$ cat src/rtl/lvds_link_pkg.sv
// +----------------------------------------------------------------------------+
// | lvds_link_pkg : framed-word layout and arbiter state encoding shared by    |
// |                 the LVDS TX arbiter and the RX deframer.                   |
// | Revision      : 1.0                                                        |
// +----------------------------------------------------------------------------+
`default_nettype none

package lvds_link_pkg;

  localparam int LVDS_VALID_BIT = 31;
  localparam int LVDS_ID_W      = 2;
  localparam int LVDS_PAY_W     = 31 - LVDS_ID_W;

  // Framed word: {valid, id, payload}
  localparam int LVDS_PAY_LSB   = 0;
  localparam int LVDS_ID_LSB    = LVDS_PAY_W;
  localparam int LVDS_ID_MSB    = LVDS_ID_LSB + LVDS_ID_W - 1;

  typedef enum logic [0:0] {
    ST_EMPTY = 1'b0,
    ST_FULL  = 1'b1
  } arb_state_e;

endpackage

`default_nettype wire

$ cat src/rtl/lvds_tx_arbiter_rr_pick.sv
// +----------------------------------------------------------------------------+
// | rr_pick : combinational round-robin picker; first requester at or above   |
// |           the pointer wins, wrapping to channel 0.                         |
// | Revision : 1.0                                                             |
// +----------------------------------------------------------------------------+
`default_nettype none

module rr_pick #(
  parameter int N  = 4,
  parameter int IW = 2
) (
  input  logic [N-1:0]  req_i,
  input  logic [IW-1:0] ptr_i,
  output logic [N-1:0]  gnt_o,
  output logic [IW-1:0] idx_o,
  output logic          any_o
);

  always_comb begin
    gnt_o = '0;
    idx_o = '0;
    any_o = 1'b0;
    // Upper segment first (pointer..N-1), then the wrapped segment (0..pointer-1).
    for (int c = 0; c < N; c++) begin
      if (!any_o && req_i[c] && (c >= int'(ptr_i))) begin
        any_o    = 1'b1;
        gnt_o[c] = 1'b1;
        idx_o    = IW'(c);
      end
    end
    for (int c = 0; c < N; c++) begin
      if (!any_o && req_i[c] && (c < int'(ptr_i))) begin
        any_o    = 1'b1;
        gnt_o[c] = 1'b1;
        idx_o    = IW'(c);
      end
    end
  end

endmodule

`default_nettype wire

$ cat src/rtl/lvds_tx_arbiter.sv
// +----------------------------------------------------------------------------+
// | lvds_tx_arbiter : round-robin share of the 32-bit LVDS TX word link with a |
// |                   single-entry framed hold buffer. Option macro:           |
// |                   LVDS_ARB_CH0_PRIO_EN (channel 0 strict priority).        |
// | Revision        : 1.0                                                      |
// +----------------------------------------------------------------------------+
`default_nettype none

module lvds_tx_arbiter
  import lvds_link_pkg::*;
#(
  parameter int NUM_CH = 4,
  parameter int ID_W   = LVDS_ID_W,
  parameter int PAY_W  = LVDS_PAY_W
) (
  input  logic                    tx_inclock,
  input  logic                    reset,
  input  logic                    link_up,
  input  logic [NUM_CH*PAY_W-1:0] req_data,
  input  logic [NUM_CH-1:0]       req_rdy,
  output logic [NUM_CH-1:0]       req_en,
  output logic [31:0]             enq_tx,
  output logic                    RDY_enq_tx,
  input  logic                    EN_enq_tx,
  output logic [ID_W-1:0]         grant_id,
  output logic                    err_underflow
);

  arb_state_e        state_q, state_d;
  logic [31:0]       hold_q, hold_d;
  logic [ID_W-1:0]   grant_id_q, grant_id_d;
  logic [ID_W-1:0]   ptr_q, ptr_d;
  logic              err_q, err_d;

  logic [NUM_CH-1:0] rr_req;
  logic [NUM_CH-1:0] rr_gnt;
  logic [ID_W-1:0]   rr_idx;
  logic              rr_any;

  logic [NUM_CH-1:0] win_oh;
  logic [ID_W-1:0]   win_idx;
  logic              win_any;
  logic              win_moves_ptr;
  logic [PAY_W-1:0]  win_payload;
  logic              can_load;
  logic              grant;

`ifdef LVDS_ARB_CH0_PRIO_EN
  assign rr_req        = {req_rdy[NUM_CH-1:1], 1'b0};
  assign win_any       = req_rdy[0] | rr_any;
  assign win_oh        = req_rdy[0] ? NUM_CH'(1) : rr_gnt;
  assign win_idx       = req_rdy[0] ? '0 : rr_idx;
  // A channel-0 win leaves the rotation among 1..NUM_CH-1 undisturbed.
  assign win_moves_ptr = ~req_rdy[0];
`else
  assign rr_req        = req_rdy;
  assign win_any       = rr_any;
  assign win_oh        = rr_gnt;
  assign win_idx       = rr_idx;
  assign win_moves_ptr = 1'b1;
`endif

  rr_pick #(
    .N  (NUM_CH),
    .IW (ID_W)
  ) u_rr_pick (
    .req_i (rr_req),
    .ptr_i (ptr_q),
    .gnt_o (rr_gnt),
    .idx_o (rr_idx),
    .any_o (rr_any)
  );

  always_comb begin
    win_payload = '0;
    for (int c = 0; c < NUM_CH; c++) begin
      if (win_idx == ID_W'(c)) begin
        win_payload = req_data[c*PAY_W +: PAY_W];
      end
    end
  end

  // The buffer can take a new word when empty, or when the held word leaves this cycle.
  assign can_load = link_up && ((state_q == ST_EMPTY) || EN_enq_tx);
  assign grant    = can_load && win_any;

  always_comb begin
    state_d    = state_q;
    hold_d     = hold_q;
    grant_id_d = grant_id_q;
    ptr_d      = ptr_q;
    err_d      = err_q;

    if ((state_q == ST_EMPTY) && EN_enq_tx) begin
      err_d = 1'b1;
    end

    if (grant) begin
      state_d                         = ST_FULL;
      hold_d[LVDS_VALID_BIT]          = 1'b1;
      hold_d[PAY_W +: ID_W]           = win_idx;
      hold_d[LVDS_PAY_LSB +: PAY_W]   = win_payload;
      grant_id_d                      = win_idx;
      if (win_moves_ptr) begin
        ptr_d = (win_idx == ID_W'(NUM_CH - 1)) ? '0 : win_idx + ID_W'(1);
      end
    end else if ((state_q == ST_FULL) && EN_enq_tx) begin
      state_d = ST_EMPTY;
    end
  end

  always_ff @(posedge tx_inclock) begin
    if (reset) begin
      state_q    <= ST_EMPTY;
      hold_q     <= '0;
      grant_id_q <= '0;
      ptr_q      <= '0;
      err_q      <= 1'b0;
    end else begin
      state_q    <= state_d;
      hold_q     <= hold_d;
      grant_id_q <= grant_id_d;
      ptr_q      <= ptr_d;
      err_q      <= err_d;
    end
  end

  assign req_en        = grant ? win_oh : '0;
  assign enq_tx        = hold_q;
  assign RDY_enq_tx    = (state_q == ST_FULL);
  assign grant_id      = grant_id_q;
  assign err_underflow = err_q;

endmodule

`default_nettype wire

$ cat config.mk
export PLATFORM = sky130hd
export DESIGN_NAME = lvds_tx_arbiter
export DESIGN_NICKNAME = d
export VERILOG_FILES = /design/src/rtl/lvds_link_pkg.sv /design/src/rtl/lvds_tx_arbiter_rr_pick.sv /design/src/rtl/lvds_tx_arbiter.sv
export SDC_FILE = /design/constraint.sdc
export NUM_CORES = 1
export LEC_CHECK = 0
export BUFFER_PORTS_ARGS = -buffer_cell sky130_fd_sc_hd__buf_2
export CORE_ASPECT_RATIO = 1.25
export CORE_UTILIZATION = 46
export CTS_BUF_LIST = sky130_fd_sc_hd__clkbuf_4
export CTS_CLUSTER_DIAMETER = 200
export DETAILED_ROUTE_END_ITERATION = 10
export GPL_ROUTABILITY_DRIVEN = 0
export PLACE_DENSITY = 0.92
export SETUP_SLACK_MARGIN = 0.4
export SLEW_MARGIN = 20
export SYNTH_ARGS = -nofsm -noshare
export SYNTH_HDL_FRONTEND = slang
export SYNTH_HIERARCHICAL = 1
export SYNTH_SLANG_ARGS = --single-unit
$ cat constraint.sdc
create_clock -name tx_inclock -period 3.2 [get_ports tx_inclock]
set_input_delay 0.64 -clock tx_inclock [delete_from_list [all_inputs] [get_ports tx_inclock]]
set_output_delay 0.64 -clock tx_inclock [all_outputs]
set_load 0.005 [all_outputs]
# Word level (Yosys, flattened, before mapping)
# Cells that the tools add are included.
totals:
  ff_bits: 38
op_classes:
  eq_ne: 3
  add_sub_neg: 1
  magnitude_cmp: 6
  bitwise: 1
  mux: 27
  reduce_logical: 25
ops:
  columns: ["cell", "n"]
  rows:
  - ["2-to-1 mux 29 bit", 4]
  - ["logical AND 1 bit", 16]
  - ["2-to-1 mux 1 bit", 16]
  - ["2-to-1 mux 2 bit", 6]
  - ["zero test 1 bit", 6]
  - ["equality test 2 bit (second input constant)", 2]
  - [">= comparator 1 x 2 -> 1 bit (first input constant)", 2]
  - ["less-than comparator 1 x 2 -> 1 bit (first input constant)", 2]
  - ["2-to-1 mux 4 bit", 1]
  - ["adder 2 x 1 -> 2 bit (second input constant)", 1]
  - ["equality test 2 x 1 -> 1 bit (second input constant)", 1]
  - [">= comparator 2 bit (first input constant)", 1]
  - ["zero test 2 bit", 1]
  - ["less-than comparator 2 bit (first input constant)", 1]
  - ["nonzero test 2 bit", 1]
  - ["logical OR 1 bit", 1]
  - ["inverter 1 bit", 1]

# Depth between registers and ports, before layout
logic_depth:
  word_depth: 31
  ltp_mapped: 11

# Hierarchy
# Netlist, hierarchy kept.
by_module_without_submodules:
  columns: ["mod", "n_inst", "cells_per_inst", "area_per_inst_um2"]
  rows:
  - ["lvds_tx_arbiter", 1, 310, 2597.5]
  - ["rr_pick", 1, 33, 222.7]

# Least setup slack after synthesis
# Ideal clock, no wire load.
synth_path:
  path_kind: "input -> register"
  start: "input req_rdy[3]"
  end: "register hold_q[4] (netlist: enq_tx[4])"
  arrival_ns: 2.476
  t_required_ns: 3.112
  stages: 10
  path_slack_ns: 0.636
  n_path_buf: 2
  setup_time_ns: 0.088
  path_cell_list: "buf_4 nand3b_1 o21ai_1 a221oi_1 inv_1 ha_1 buf_4 nand3b_1 a221o_1 a311oi_2"
synth_via:
  elab_chain_len: 19
  word_cells_on_any_way: 27
synth_lines:
  columns: ["element", "line", "source"]
  rows:
  - ["start, declared", "lvds_tx_arbiter.sv:20", "input logic [NUM_CH-1:0] req_rdy,"]
  - ["logical AND 1 bit (*)", "lvds_tx_arbiter_rr_pick.sv:25", "if (!any_o && req_i[c] && (c >= int'(ptr_i))) begin"]
  - ["2-to-1 mux 1 bit", "lvds_tx_arbiter_rr_pick.sv:25", null]
  - ["zero test 1 bit", "lvds_tx_arbiter_rr_pick.sv:32", "if (!any_o && req_i[c] && (c < int'(ptr_i))) begin"]
  - ["logical AND 1 bit (2 in a row)", "lvds_tx_arbiter_rr_pick.sv:32", null]
  - ["2-to-1 mux 1 bit", "lvds_tx_arbiter_rr_pick.sv:32", null]
  - ["zero test 1 bit", "lvds_tx_arbiter_rr_pick.sv:32", null]
  - ["logical AND 1 bit (2 in a row)", "lvds_tx_arbiter_rr_pick.sv:32", null]
  - ["2-to-1 mux 1 bit", "lvds_tx_arbiter_rr_pick.sv:32", null]
  - ["zero test 1 bit", "lvds_tx_arbiter_rr_pick.sv:32", null]
  - ["logical AND 1 bit (2 in a row)", "lvds_tx_arbiter_rr_pick.sv:32", null]
  - ["2-to-1 mux 2 bit (*)", "lvds_tx_arbiter_rr_pick.sv:32", null]
  - ["net rr_idx[1]", "lvds_tx_arbiter.sv:37", "logic [ID_W-1:0] rr_idx;"]
  - ["zero test 2 bit", "lvds_tx_arbiter.sv:77", "if (win_idx == ID_W'(c)) begin"]
  - ["2-to-1 mux 29 bit (3 in a row)", "lvds_tx_arbiter.sv:77", null]
  - ["2-to-1 mux 29 bit (*)", "lvds_tx_arbiter.sv:77", null]
  - ["end signal, assigned", "lvds_tx_arbiter.sv:121", "hold_q <= hold_d;"]
  - ["end, declared", "lvds_tx_arbiter.sv:30", "logic [31:0] hold_q, hold_d;"]
# The timed path passes the listed nets; every way through them passes the cells marked *.
# A chain may end at the register's enable or synchronous reset.

# Final worst setup path
layout_path:
  start: "register ptr_q[1]"
  end: "register hold_q[18] (netlist: enq_tx[18])"
layout_via:
  elab_chain_len: 31
  word_cells_on_any_way: 46
layout_lines:
  columns: ["element", "line", "source"]
  rows:
  - ["start, declared", "lvds_tx_arbiter.sv:32", "logic [ID_W-1:0] ptr_q, ptr_d;"]
  - ["start signal, assigned", "lvds_tx_arbiter.sv:123", "ptr_q <= ptr_d;"]
  - [">= comparator 1 x 2 -> 1 bit", "lvds_tx_arbiter_rr_pick.sv:25", null]
  - ["logical AND 1 bit", "lvds_tx_arbiter_rr_pick.sv:25", null]
  - ["2-to-1 mux 1 bit", "lvds_tx_arbiter_rr_pick.sv:25", null]
  - ["zero test 1 bit", "lvds_tx_arbiter_rr_pick.sv:25", null]
  - ["logical AND 1 bit (2 in a row)", "lvds_tx_arbiter_rr_pick.sv:25", null]
  - ["2-to-1 mux 1 bit", "lvds_tx_arbiter_rr_pick.sv:25", null]
  - ["zero test 1 bit", "lvds_tx_arbiter_rr_pick.sv:25", null]
  - ["logical AND 1 bit (2 in a row)", "lvds_tx_arbiter_rr_pick.sv:25", null]
  - ["[11 not listed]", null, null]
  - ["2-to-1 mux 1 bit", "lvds_tx_arbiter_rr_pick.sv:32", null]
  - ["zero test 1 bit", "lvds_tx_arbiter_rr_pick.sv:32", null]
  - ["logical AND 1 bit (2 in a row)", "lvds_tx_arbiter_rr_pick.sv:32", null]
  - ["2-to-1 mux 2 bit (*)", "lvds_tx_arbiter_rr_pick.sv:32", null]
  - ["net rr_idx[0]", "lvds_tx_arbiter.sv:37", null]
  - ["zero test 2 bit", "lvds_tx_arbiter.sv:77", null]
  - ["2-to-1 mux 29 bit (3 in a row)", "lvds_tx_arbiter.sv:77", null]
  - ["2-to-1 mux 29 bit (*)", "lvds_tx_arbiter.sv:77", null]
# Marks and branches as above.

==> run metrics <==
Critical Path Max Stage Delay 0.57 ns; P_int 0.000970 W; clk_skew 0.0188 ns; Die Width 72.0 um; Cell variety after synth 37; hold buffer count at CTS 0; ranking of synthesized cells by area dfxtp_1, a311oi_2, a21oi_1; Routed Antenna Nets 0; Ys Warns 6; Core Box Area 5860 um^2; Worst EP arrival 2.87 ns; Simple-Gate Fraction of Synth Area 16.7%; CTS Buffer Depth 2; r2r worst-path depth 9; DR iter-0 viols 261; via count 3233; Yosys top cell by area dfxtp_1; CTS tree built; mapped cell area 2820 um^2; # placed instances 557; cts bufs inserted 5; Post-Synth XOR/XNOR Area 0%; fraction of the mapped netlist area in adder cells 1.77%; hold path startpoint err_underflow$_SDFFE_PP0P_; pwr dens 399 nW/um^2; hold path depth 2; register area share after synthesis 25.6%; worst vdd ir 0.202 mV; total wire length 8.72 mm; Crit Path Max Fanout 20; Synth top area share 25.6%; Clk Latency, worst-skew pair 0.35 ns; Syn Nets 471; pins over their slew limit 0; Switch Pwr 0.000513 W; gr usage total 26.0%; layout cell share with drive strength beyond 1 46.2%; slowest cell on the critical path dfxtp_1; Final Non-Filler Cells 567; gate count after technology mapping 343; hold path endpoint err_underflow$_SDFFE_PP0P_; HP Class register to register; clock power share 22.3%; crit path buf inv count 2; vias in the first global route 2818; total power 0.00148 W; Core Rows 31; status completed; compound-cell area share of the yosys netlist 41.5%; Comb pwr share 42.3%; Detailed Place HPWL 6.27 mm; critical path launch point type register; Final Util 63.4%; CTS Root Cell clkbuf_4; combinational family with the most area after synthesis compound AO/OA/AOI/OAI gates; Critical R2R Launch ptr_q[1]$_SDFFE_PP0N_; fin nets 612; Max Cap Viol 0; Seq pwr share 35.5%; H-tree Lvls 2; initial core utilization 48.2%; Antenna diodes 0; DRT Pass-1 Iters 4; clock-pin slew on the worst setup and hold paths 0.12 ns; r2r endpoint enq_tx[18]$_SDFFE_PP0N_; largest net degree at the start of global routing 40; Sw Ratio 34.6%; Hold Fails Final Rpt 0; final setup fails 0; setup_tns 0 ns; first-pass GRT wire length 13.2 mm; kind of critical path register to register; Syn Area/Cell 8.22 um^2; synth-to-layout area growth 31.7%; Avg WL per Cell 15.4 um; crit-path cells nor2b_1 > o21bai_1 > a221oi_2 > inv_1 > ha_1 > buf_12 > nand3b_1 > a221o_1 > a311oi_2; mean number of vias per cell 5.70; worst-margin pin slew 0.897 ns; Achievable Freq 382 MHz; io pins 164; grt ovf 0; RSZ-0062 raised after global routing false; crit-path leading delay family compound AO/OA/AOI/OAI gates; initial antenna violation count 0; Worst Path Required 3.45 ns; crit end category register; R2R setup slack 0.58 ns; Period Utilization, post-route 81.9%; Die Ht 89.5 um; clk sinks 36; Seq cells post-synth 36; leak pwr 1.71 nW; I/O Buffers 163; Worst slew margin 40.2%; Final min period 2.62 ns; post-synthesis mux area share 0.355%; die area 6450 um^2; DRC errors left 0
-- layer usage --
layer  global-route usage, %  share of wire [%]  vias to the layer above
met5                       0                  0                        -
met4                    9.80                2.0                        0
met3                    4.40                4.9                       16
met2                    46.9                 54                      133
met1                    31.0                 39                     1536
li1                        -                  -                     1548
-- stage by stage --
step                setup slack, ns  hold WS [ns]  instance area (um^2)
finish                        0.579         0.495                  3710
global route                  0.414         0.538                  3710
detailed placement            0.368         0.474                  3620
CTS                           0.530         0.501                  3700
floorplan                     0.636         0.460                  2820
global placement              0.442         0.446                  3620
-- tightest hold or removal path, stage by stage, from the launching register on --
cell and delay [ns]:
dfxtp_1 0.35, a21oi_1 0.04, nor2_1 0.07
-- state kept, by name (all words and copies together) (netlist names) --
name / count
err_underflow: 1
RDY_enq_tx: 1
enq_tx: 32
ptr_q: 2
-- synth_stat cells, drive strengths merged --
master	instances
and3	5
dfxtp	36
o22ai	1
and2	2
o21bai	1
nand3b	30
o21a	2
nor2	6
a21o	1
a2bb2oi	1
mux2i	1
buf	27
a221o	29
nor2b	2
or4	1
nand2b	2
o221a	1
a311oi	29
inv	33
and2b	1
clkbuf	16
a221oi	2
a21oi	68
ha	4
nand3	3
o21ai	6
nand2	33
-- repair_timing --
item | in CTS | in global routing
resized for setup | 0 | 1
setup endpoints to repair | 0 | 4
setup buffers | 0 | 2
-- power groups by stage --
stage               Combinational (W)  Clock (W)  Sequential [W]
floorplan                    0.000425          0        0.000532
global placement             0.000595          0        0.000532
detailed placement           0.000619          0        0.000535
CTS                          0.000621   0.000338        0.000525
global route                 0.000686   0.000350        0.000532
finish                       0.000627   0.000330        0.000526
-- cells in the final DEF (no fill, tap or decap), types with 2 or more instances in the layout --
cell type and count:
dfxtp_1 35, nand3b_1 30, ha_2 3, and2_1 2
buf_12 4, a21oi_2 10, a21oi_1 58, o21ai_0 5
buf_4 10, nor2b_1 2, a221o_1 29, o21a_1 2
a311oi_2 22, and3_1 5, inv_1 33, buf_2 163
a311oi_1 7, clkbuf_4 5, nand2b_1 2, nor2_1 5
nand3_1 3, nand2_1 33
-- cell families (layout without fill, tap and decap cells) --
family,after synthesis,in the layout
compound gates,141,141
fa+ha+maj,4,4
mux,1,1
flops,36,36
simple gates,85,85
buf+inv,76,218
-- final cells by class --
type	instances	area (um^2)
Fill cell	524	2140
Multi-Input combinational cell	231	1720
Timing Repair Buffer	177	971
Sequential cell	36	722
Inverter	33	124
Tap cell	82	103
Clock inverter	3	42.5
Clock buffer	5	37.5
-- how the worst max path moves through the flow --
| stage | start | to | slack (ns) | cells after the start |
|---|---|---|---|---|
| 4_1_cts | ptr_q[0]$_SDFFE_PP0N_ | enq_tx[14]$_SDFFE_PP0N_ | 0.53 | 9 |
| 5_1_grt | ptr_q[1]$_SDFFE_PP0N_ | enq_tx[18]$_SDFFE_PP0N_ | 0.41 | 9 |
| 2_1_floorplan | req_rdy[3] | enq_tx[4]$_SDFFE_PP0N_ | 0.64 | 10 |
| 3_5_place_dp | req_rdy[3] | enq_tx[18]$_SDFFE_PP0N_ | 0.37 | 11 |
| 6_report | ptr_q[1]$_SDFFE_PP0N_ | enq_tx[18]$_SDFFE_PP0N_ | 0.58 | 9 |
| 3_3_place_gp | req_rdy[3] | enq_tx[4]$_SDFFE_PP0N_ | 0.44 | 11 |
Power figures use the tool's default switching activity.
